## src/rtl/bram_stream_reader_pkg.sv

```systemverilog
// Shared definitions for the BRAM stream reader: default geometry, FSM encoding
// and the sizing rule for the read-latency buffer.
package bram_stream_reader_pkg;

    localparam int DEF_DATA_WIDTH = 8;
    localparam int DEF_ADDR_WIDTH = 4;
    localparam int DEF_RD_LATENCY = 1;

    typedef enum logic [1:0] {
        ST_IDLE = 2'd0,
        ST_RUN  = 2'd1,
        ST_DONE = 2'd2
    } state_t;

    // One slot per word that can be in the BRAM pipeline plus the one being presented.
    function automatic int buf_depth(input int rd_latency);
        return rd_latency + 1;
    endfunction

endpackage

```

## src/rtl/bram_stream_reader_fifo.sv

```systemverilog
// Small registered-output FIFO absorbing BRAM read latency. Entries shift toward
// slot 0, so head, valid and count all come straight from flops.
module bram_stream_reader_fifo
    import bram_stream_reader_pkg::*;
#(
    parameter int DEPTH = 2,
    parameter int WIDTH = 9
) (
    input  logic                         clk,
    input  logic                         rst,
    input  logic                         push,
    input  logic [WIDTH-1:0]             push_data,
    input  logic                         pop,
    output logic [$clog2(DEPTH+1)-1:0]   count,
    output logic                         valid,
    output logic [WIDTH-1:0]             head
);

    localparam int CW = $clog2(DEPTH + 1);

    logic [WIDTH-1:0] mem_r      [DEPTH];
    logic [WIDTH-1:0] shifted_s  [DEPTH];
    logic [WIDTH-1:0] mem_nxt_s  [DEPTH];
    logic [CW-1:0]    count_r;
    logic [CW-1:0]    count_nxt_s;
    logic [CW-1:0]    wr_idx_s;
    logic             valid_r;
    logic             do_push_s;
    logic             do_pop_s;

    assign do_pop_s  = pop && (count_r != CW'(0));
    assign do_push_s = push && ((count_r != CW'(DEPTH)) || do_pop_s);

    // Slots at or above count are kept zero, so an empty FIFO presents a zero head.
    always_comb begin
        for (int i = 0; i < DEPTH - 1; i++) begin
            shifted_s[i] = do_pop_s ? mem_r[i + 1] : mem_r[i];
        end
        shifted_s[DEPTH - 1] = do_pop_s ? {WIDTH{1'b0}} : mem_r[DEPTH - 1];
        wr_idx_s = do_pop_s ? (count_r - CW'(1)) : count_r;
        for (int i = 0; i < DEPTH; i++) begin
            mem_nxt_s[i] = (do_push_s && (wr_idx_s == CW'(i))) ? push_data : shifted_s[i];
        end
        case ({do_push_s, do_pop_s})
            2'b10:   count_nxt_s = count_r + CW'(1);
            2'b01:   count_nxt_s = count_r - CW'(1);
            default: count_nxt_s = count_r;
        endcase
    end

    // Storage, occupancy and registered valid flag.
    always_ff @(posedge clk or negedge rst) begin
        if (!rst) begin
            count_r <= CW'(0);
            valid_r <= 1'b0;
            for (int i = 0; i < DEPTH; i++) begin
                mem_r[i] <= {WIDTH{1'b0}};
            end
        end else begin
            count_r <= count_nxt_s;
            valid_r <= (count_nxt_s != CW'(0));
            for (int i = 0; i < DEPTH; i++) begin
                mem_r[i] <= mem_nxt_s[i];
            end
        end
    end

    assign count = count_r;
    assign valid = valid_r;
    assign head  = mem_r[0];

endmodule

```

## src/rtl/bram_stream_reader.sv

```systemverilog
// Reads a run of consecutive BRAM words and emits them as a valid/ready stream,
// issuing reads only when the latency buffer is guaranteed room for the result.
module bram_stream_reader
    import bram_stream_reader_pkg::*;
#(
    parameter int DATA_WIDTH = DEF_DATA_WIDTH,
    parameter int ADDR_WIDTH = DEF_ADDR_WIDTH,
    parameter int RD_LATENCY = DEF_RD_LATENCY
) (
    input  logic                  clk,
    input  logic                  rst,
    input  logic                  start,
    input  logic [ADDR_WIDTH-1:0] base_addr,
    input  logic [ADDR_WIDTH:0]   length,
    output logic                  busy,
    output logic                  done,
    output logic [ADDR_WIDTH-1:0] mem_addr,
    output logic                  mem_wr,
    input  logic [DATA_WIDTH-1:0] mem_data,
    output logic [DATA_WIDTH-1:0] out_data,
    output logic                  out_valid,
    output logic                  out_last,
    input  logic                  out_ready
);

    localparam int DEPTH = buf_depth(RD_LATENCY);
    localparam int LW    = ADDR_WIDTH + 1;
    localparam int CW    = $clog2(DEPTH + 1);

    state_t                state_r;
    state_t                state_nxt_s;
    logic [LW-1:0]         length_r;
    logic [LW-1:0]         issued_r;
    logic [ADDR_WIDTH-1:0] mem_addr_r;
    logic [RD_LATENCY-1:0] inflight_r;
    logic [RD_LATENCY-1:0] tag_last_r;
    logic                  busy_r;
    logic                  done_r;
    logic                  issue_s;
    logic                  issue_last_s;
    logic                  pop_s;
    logic [DATA_WIDTH:0]   head_s;
    logic [CW-1:0]         fifo_count_s;
    logic                  fifo_valid_s;
    int unsigned           credit_used_s;

    assign pop_s        = fifo_valid_s && out_ready;
    assign issue_last_s = ((issued_r + LW'(1)) == length_r);

    // A read may issue only if every word already owed to the buffer still fits.
    always_comb begin
        credit_used_s = 32'(fifo_count_s);
        for (int i = 0; i < RD_LATENCY; i++) begin
            credit_used_s = credit_used_s + 32'(inflight_r[i]);
        end
        issue_s = (state_r == ST_RUN) && (issued_r < length_r) &&
                  ((credit_used_s < 32'(DEPTH)) || pop_s);
    end

    // Next-state logic; the buffered tag bit marks the word that ends the transfer.
    always_comb begin
        state_nxt_s = state_r;
        case (state_r)
            ST_IDLE: begin
                if (start) begin
                    state_nxt_s = (length == LW'(0)) ? ST_DONE : ST_RUN;
                end else begin
                    state_nxt_s = ST_IDLE;
                end
            end
            ST_RUN: begin
                if (pop_s && head_s[DATA_WIDTH]) begin
                    state_nxt_s = ST_DONE;
                end else begin
                    state_nxt_s = ST_RUN;
                end
            end
            ST_DONE: state_nxt_s = ST_IDLE;
            default: state_nxt_s = ST_IDLE;
        endcase
    end

    // State, status flags, address/length counters and the in-flight tag pipeline.
    always_ff @(posedge clk or negedge rst) begin
        if (!rst) begin
            state_r    <= ST_IDLE;
            busy_r     <= 1'b0;
            done_r     <= 1'b0;
            length_r   <= LW'(0);
            issued_r   <= LW'(0);
            mem_addr_r <= ADDR_WIDTH'(0);
            inflight_r <= RD_LATENCY'(0);
            tag_last_r <= RD_LATENCY'(0);
        end else begin
            state_r <= state_nxt_s;
            busy_r  <= (state_nxt_s != ST_IDLE);
            done_r  <= (state_r == ST_DONE);
            if ((state_r == ST_IDLE) && start) begin
                length_r   <= length;
                issued_r   <= LW'(0);
                mem_addr_r <= (length != LW'(0)) ? base_addr : mem_addr_r;
            end else if (issue_s) begin
                issued_r   <= issued_r + LW'(1);
                mem_addr_r <= mem_addr_r + ADDR_WIDTH'(1);
            end else begin
                issued_r   <= issued_r;
                mem_addr_r <= mem_addr_r;
            end
            for (int i = 1; i < RD_LATENCY; i++) begin
                inflight_r[i] <= inflight_r[i - 1];
                tag_last_r[i] <= tag_last_r[i - 1];
            end
            inflight_r[0] <= issue_s;
            tag_last_r[0] <= issue_s && issue_last_s;
        end
    end

    bram_stream_reader_fifo #(
        .DEPTH (DEPTH),
        .WIDTH (DATA_WIDTH + 1)
    ) u_fifo (
        .clk       (clk),
        .rst       (rst),
        .push      (inflight_r[RD_LATENCY-1]),
        .push_data ({tag_last_r[RD_LATENCY-1], mem_data}),
        .pop       (pop_s),
        .count     (fifo_count_s),
        .valid     (fifo_valid_s),
        .head      (head_s)
    );

    assign busy      = busy_r;
    assign done      = done_r;
    assign mem_addr  = mem_addr_r;
    assign mem_wr    = 1'b0;
    assign out_valid = fifo_valid_s;
    assign out_data  = head_s[DATA_WIDTH-1:0];
    assign out_last  = head_s[DATA_WIDTH];

endmodule
```

## config.mk

```make
export PLATFORM = sky130hd
export DESIGN_NAME = bram_stream_reader
export DESIGN_NICKNAME = d
export VERILOG_FILES = /design/src/rtl/bram_stream_reader_pkg.sv /design/src/rtl/bram_stream_reader_fifo.sv /design/src/rtl/bram_stream_reader.sv
export SDC_FILE = /design/constraint.sdc
export NUM_CORES = 1
export LEC_CHECK = 0
export ABC_CLOCK_PERIOD_IN_PS = 4720
export CAP_MARGIN = 20
export CELL_PAD_IN_SITES_DETAIL_PLACEMENT = 0
export CELL_PAD_IN_SITES_GLOBAL_PLACEMENT = 1
export CORE_ASPECT_RATIO = 1.1
export CORE_MARGIN = 4
export CORE_UTILIZATION = 44
export CTS_CLUSTER_DIAMETER = 150
export DETAILED_ROUTE_END_ITERATION = 12
export GPL_ROUTABILITY_DRIVEN = 0
export PLACE_DENSITY_LB_ADDON = 0.12
export RECOVER_POWER = 100
export SETUP_SLACK_MARGIN = 0.02
export SYNTH_ARGS = -nofsm -noshare
export SYNTH_HDL_FRONTEND = slang
export SYNTH_HIERARCHICAL = 1
export SYNTH_SLANG_ARGS = --single-unit
```

## constraint.sdc

```tcl
create_clock -name clk -period 4.72 [get_ports clk]
set_input_delay 0.708 -clock clk [delete_from_list [all_inputs] [get_ports clk]]
set_output_delay 0.708 -clock clk [all_outputs]
set_load 0.01 [all_outputs]
```

Yosys cells after proc, flatten, opt, wreduce, memory -nomap -nowiden --
Index checks and enable logic that the tools add are counted.
Cells by class: $add $sub $neg 5, magnitude comparators 2, eq/ne operators 8, muxes and demuxes 15, reductions and logical operators 23
Operator list (number):
- 2-to-1 mux 9 bit | 4
- 2-to-1 mux 4 bit | 3
- nonzero test 2 bit | 6
- logical AND 1 bit | 10
- 2-to-1 mux 5 bit | 2
- 2-to-1 mux 2 bit | 4
- one-hot mux 2 bit (2 select lines) | 2
- equality test 2 x 1 -> 1 bit (second input constant) | 3
- adder 5 x 1 -> 5 bit (second input constant) | 1
- equality test 5 bit | 1
- logical NOT 5 bit | 1
- less-than comparator 5 bit | 1
- nonzero test 5 bit | 1
- adder 4 x 1 -> 4 bit (second input constant) | 1
- equality test 2 bit (second input constant) | 2
- logical NOT 2 bit | 2
- adder 2 x 1 -> 3 bit | 1
- less-than comparator 3 x 2 -> 1 bit (second input constant) | 1
- adder 2 x 1 -> 2 bit (second input constant) | 1
- logical OR 1 bit | 2
- inequality test 2 x 1 -> 1 bit (second input constant) | 1
- inequality test 2 bit (second input constant) | 1
- AND reduction 2 bit | 1
- subtractor 2 x 1 -> 2 bit (second input constant) | 1
Storage, ports and cells: flip-flop bits (word level) 41, bits of input ports 21, output and inout bits 17, word-level logic and storage cells 65

Depth between registers and ports, before layout --
word-level depth 7, mapped depth 8, mapped depth without buffers 8

Hierarchy --
The synthesis kept the hierarchy.
By module, submodules not included:
- bram_stream_reader | times used 1, cells each 135, area an instance 1204.9 µm², seq. area each 500.5 µm²
- bram_stream_reader_fifo | times used 1, cells each 105, area an instance 1087.3 µm², seq. area each 525.5 µm²

Worst setup path before layout --
Ideal clock, no wire load.
path kind input to register, from input port out_ready, to register u_fifo.mem_r, in the netlist u_fifo/head[0], library setup time 0.125 ns, arrival 1.952 ns, data required time 4.595 ns, slack 2.643 ns, stages 6, path buffers 1, path through and2_1 clkbuf_1 nor2b_4 and4_1 a31oi_4 mux2_2
On the way: cells in the longest elaborated chain, start to end 6, elaborated cells between the ends (all ways) 9, those cells by class mux (2); reduce/logical (7)
RTL lines:
- start: declaration | line bram_stream_reader.sv:23 | input logic out_ready
- logical AND 1 bit * | line bram_stream_reader.sv:47 | assign pop_s = fifo_valid_s && out_ready;
- named net pop_s | line bram_stream_reader.sv:41 | logic pop_s;
- logical AND 1 bit * | line bram_stream_reader_fifo.sv:31 | assign do_pop_s = pop && (count_r != CW'(0));
- 2-to-1 mux 2 bit or logical OR 1 bit (tied branches) | line bram_stream_reader_fifo.sv:40, bram_stream_reader_fifo.sv:32
- logical NOT 2 bit or logical AND 1 bit (tied branches) | line bram_stream_reader_fifo.sv:42, bram_stream_reader_fifo.sv:32
- logical AND 1 bit | line bram_stream_reader_fifo.sv:42 | mem_nxt_s[i] = (do_push_s && (wr_idx_s == CW'(i))) ? push_data : shifted_s[i];
- 2-to-1 mux 9 bit or nonzero test 2 bit (tied branches)
- end signal: indexed assignment | line bram_stream_reader_fifo.sv:57 | mem_r[i] <= {WIDTH{1'b0}};
- end signal: indexed assignment | line bram_stream_reader_fifo.sv:63 | mem_r[i] <= mem_nxt_s[i];
- end: declaration | line bram_stream_reader_fifo.sv:21 | logic [WIDTH-1:0] mem_r [DEPTH];
Mark *: on every way through the listed nets, which the timed path passes. The rest lies on a longest branch. A chain may end at the register's enable or synchronous reset.

Worst setup path after layout --
from input port out_ready, to register u_fifo.mem_r, in the netlist u_fifo/head[8]
On the way: cells in the longest elaborated chain, start to end 6, elaborated cells between the ends (all ways) 9, those cells by class mux (2); reduce/logical (7)
RTL lines (line):
- logical AND 1 bit * | bram_stream_reader.sv:47
- logical AND 1 bit * | bram_stream_reader_fifo.sv:31
- 2-to-1 mux 2 bit or logical OR 1 bit (tied branches) | bram_stream_reader_fifo.sv:40, bram_stream_reader_fifo.sv:32
- logical NOT 2 bit or logical AND 1 bit (tied branches) | bram_stream_reader_fifo.sv:42, bram_stream_reader_fifo.sv:32
- logical AND 1 bit | bram_stream_reader_fifo.sv:42
- 2-to-1 mux 9 bit or nonzero test 2 bit (tied branches)
Every way passes the cells marked *; elsewhere a longest branch is shown, timed or not.

==> flow_summary.toml <==
[run_status]
outcome = "complete, but fails checks"
violations = "capacitance limit, slew limit"

[setup_path]
critical_path.top_delay_family = "simple AND/OR/NAND/NOR gates"
worstSetupEndpointType = "flip-flop"
crit_fanout = 16
path_cells = "dlygate4sd3_1, and2_0, nor2b_1, nor2_1, a31oi_4, mux2_2"
required_ns = 4.90
startpoint_type = "primary input"
cp_slowest_stage_delay_ns = 0.85
crit_slowest_cell = "sky130_fd_sc_hd__nor2b_1"
critPathBufInv = 1
arrival_ns = 3.39
critPathKind = "primary input to flip-flop"

[detailed_routing]
remaining_drc_errors = 0
detail_route.vias_per_cell = 5.455
routed_wire_length_per_instance_microns = 14.69
met2_length_microns = 2199
route.met3.wl_microns = 199
detail_route.wirelength.met1_microns = 2226
num_vias = 1751
final_antenna_net_count = 0
finalWirelength_microns = 4714
top_layer_used = "met4"
first_pass_detailed_route_iteration_total = 4
drt_iter0_markers = 111

[grt]
grt_max_degree = 42
grt_first_pass_wirelength_microns = 8300
globalRoute.totalOverflow = 0
first_global_vias = 1746
grt.total_usage_pct = 15.83
antenna_found_initial = 0

[timing]
rsz0062_at_grt = "false"
max_clock_freq_mhz = 311.0
final.setup.tns_ns = 0
timing.final.crit_share_pct = 68.12
worst_pin_slew_ns = 2.213
timing.final.setup_violations = 0
skew_ns = 0.008508
finalCriticalPeriod_ns = 3.215
hold-worst-slack_ns = 0.4988
hold_viol_final = 0
slew-limit-headroom_pct = -47.51
drv_slew = 42

[cells_and_area]
finalInstanceArea_sq_um = 2650
mostFrequentLayoutCells = "sky130_fd_sc_hd__nand2_1 (45), sky130_fd_sc_hd__dfrtp_1 (41), sky130_fd_sc_hd__dlygate4sd3_1 (19), sky130_fd_sc_hd__clkdlybuf4s50_1 (16), sky130_fd_sc_hd__nor2_1 (14)"
finalNetCount = 292
n_antenna_cell = 0
fin_cells = 321
final_common_cell = "sky130_fd_sc_hd__nand2_1"
areaGrowthSynthToFinish_pct = 15.61
layout-drive-gt1-share_pct = 6.084

[clock_tree]
htree_levels = 2
cts.hold.buffers_added = 0
post-cts-setup-buffer-count = 0
cts_tree = "yes"
cts.root.buffer_cell = "sky130_fd_sc_hd__clkbuf_8"
cts_resized = 0
numCtsBuffers = 5
clk_pin_slew_worst_paths_ns = 0.08
clk_sink_count = 41
clock_insertion_delay_worst_skew_ns = 0.30
ctsLongestPathBuffers = 2

[pwr]
power_leakage_nw = 1.215
power_per_cell_area_nw_per_um2 = 658.0
ir_drop_mv = 0.2708

[floorplan]
site_row_count = 27
die_y_microns = 83.70
die_x_microns = 76.82
num_io_pins = 38
initial_core_util_pct = 45.54
dieArea_sq_um = 6430
floorplan.core_area_sq_um = 5034

[synth]
synth-async-reset-ratio_pct = 100.0
synthDistinctLibCells = 51
synth.yosys.seq_area_share_pct = 44.76
ys.flop_type = "sky130_fd_sc_hd__dfrtp_1"
number_of_flops_mapped_to_enable_cells_by_yosys = 0
yosysWarningCount = 6
synthesis.nets = 270
syn-instance-count = 240
syn_area_sq_um = 2292
ys_seq_elements = 41
syn-mean-instance-area_sq_um = 9.551

[worst_hold_path]
holdCritPathClass = "flip-flop to flip-flop"

[place]
placement.cell_area_sq_um = 2592
hpwlAfterDp_microns = 3323
port_buffer_count = 36
numPlacedInstances = 313

[job]
drv.max_cap_violation_count = 1
-- worst paths after layout --
| check | from | endpoint | slack [ns] | depth (start not counted) |
|---|---|---|---|---|
| setup / recovery | out_ready | u_fifo/head[8] | 1.50 | 6 |
| hold / removal | length_r[0] | length_r[0] | 0.50 | 2 |
| setup reg to reg | u_fifo/count[0] | u_fifo/head[8] | 1.93 | 6 |
| hold reg to reg | length_r[0] | length_r[0] | 0.50 | 2 |
| max in group asynchronous | rst | u_fifo/head[3] | 2.40 | 1 |
| min in group asynchronous | rst | length_r[3] | 1.07 | 1 |
-- layer usage --
layer / up-vias / GRT usage [%]
met3: 8 / 3.348
met5: - / 0
met1: 832 / 20.77
met2: 46 / 25.28
met4: 0 / 6.425
li1: 865 / -
-- Yosys cell counts, drive strengths merged (2+ instances only) --
| library cell | instances | area share [%] |
|---|---|---|
| a31oi | 2 | 1.2 |
| xnor2 | 3 | 1.1 |
| buf | 14 | 4.4 |
| a22o | 10 | 3.8 |
| dfrtp | 41 | 45 |
| o22ai | 4 | 1.4 |
| nor3 | 4 | 0.87 |
| nor2 | 14 | 2.3 |
| or3 | 2 | 0.76 |
| a21oi | 9 | 2.0 |
| and3 | 3 | 0.82 |
| nand3 | 6 | 1.3 |
| nor2b | 3 | 1.1 |
| nand2 | 45 | 7.4 |
| nor3b | 2 | 1.1 |
| clkbuf | 7 | 1.1 |
| ha | 9 | 4.9 |
| xor2 | 4 | 1.5 |
| inv | 8 | 1.3 |
| mux2 | 11 | 5.4 |
| o211ai | 2 | 0.65 |
| nand2b | 3 | 0.82 |
| o21ai | 13 | 2.8 |
| nand4 | 2 | 0.55 |
-- power by group --
group,internal [mW],switching (mW)
combinational,0.401,0.459
sequential,0.505,0.153
clock,0.103,0.122
-- stage by stage --
stage / power (mW) / setup slack (ns) / utilization, %
floorplan: 1.343 / 2.643 / -
CTS: 1.804 / 2.184 / 53.14
global route: 1.909 / 1.282 / 52.65
global placement: 1.561 / 1.920 / 51.50
finish: 1.744 / 1.505 / 52.65
detailed placement: 1.571 / 1.874 / 51.50
-- worst min-delay path, cell delays in order, from the launching register on --
cell,delay [ns]
sky130_fd_sc_hd__dfrtp_1,0.36
sky130_fd_sc_hd__nand2_1,0.05
sky130_fd_sc_hd__nand2_1,0.06
-- cells by family (layout without fill, tap and decap cells) --
group | after synthesis | after routing | synth area share [%]
buffers and inverters | 30 | 53 | 7.041
AND/OR/NAND/NOR | 91 | 91 | 19.60
other | 1 | 1 | 0.1636
adder cells (fa/ha/maj) | 9 | 9 | 4.913
XOR/XNOR | 7 | 7 | 2.675
multiplexers | 12 | 12 | 5.840
AO/OA/AOI/OAI | 49 | 49 | 15.01
flip-flops | 41 | 41 | 44.76
-- sequential cells by signal (all words and copies together) (netlist names) --
signal        flops
mem_addr          4
length_r          5
u_fifo/mem_r      9
u_fifo/count      2
u_fifo/head       9
tag_last_r        1
done              1
u_fifo/valid      1
inflight_r        1
issued_r          5
state_r           2
busy              1
-- cell type report --
| type | count | area, sq um |
|---|---|---|
| Clock buffer | 6 | 72.57 |
| Multi-Input combinational cell | 169 | 1081 |
| Fill cell | 484 | 2384 |
| Sequential cell | 41 | 1026 |
| Clock inverter | 2 | 10.01 |
| Tap cell | 58 | 72.57 |
| Inverter | 9 | 33.78 |
| Timing Repair Buffer | 36 | 354.1 |
Power figures use the tool's default switching activity.
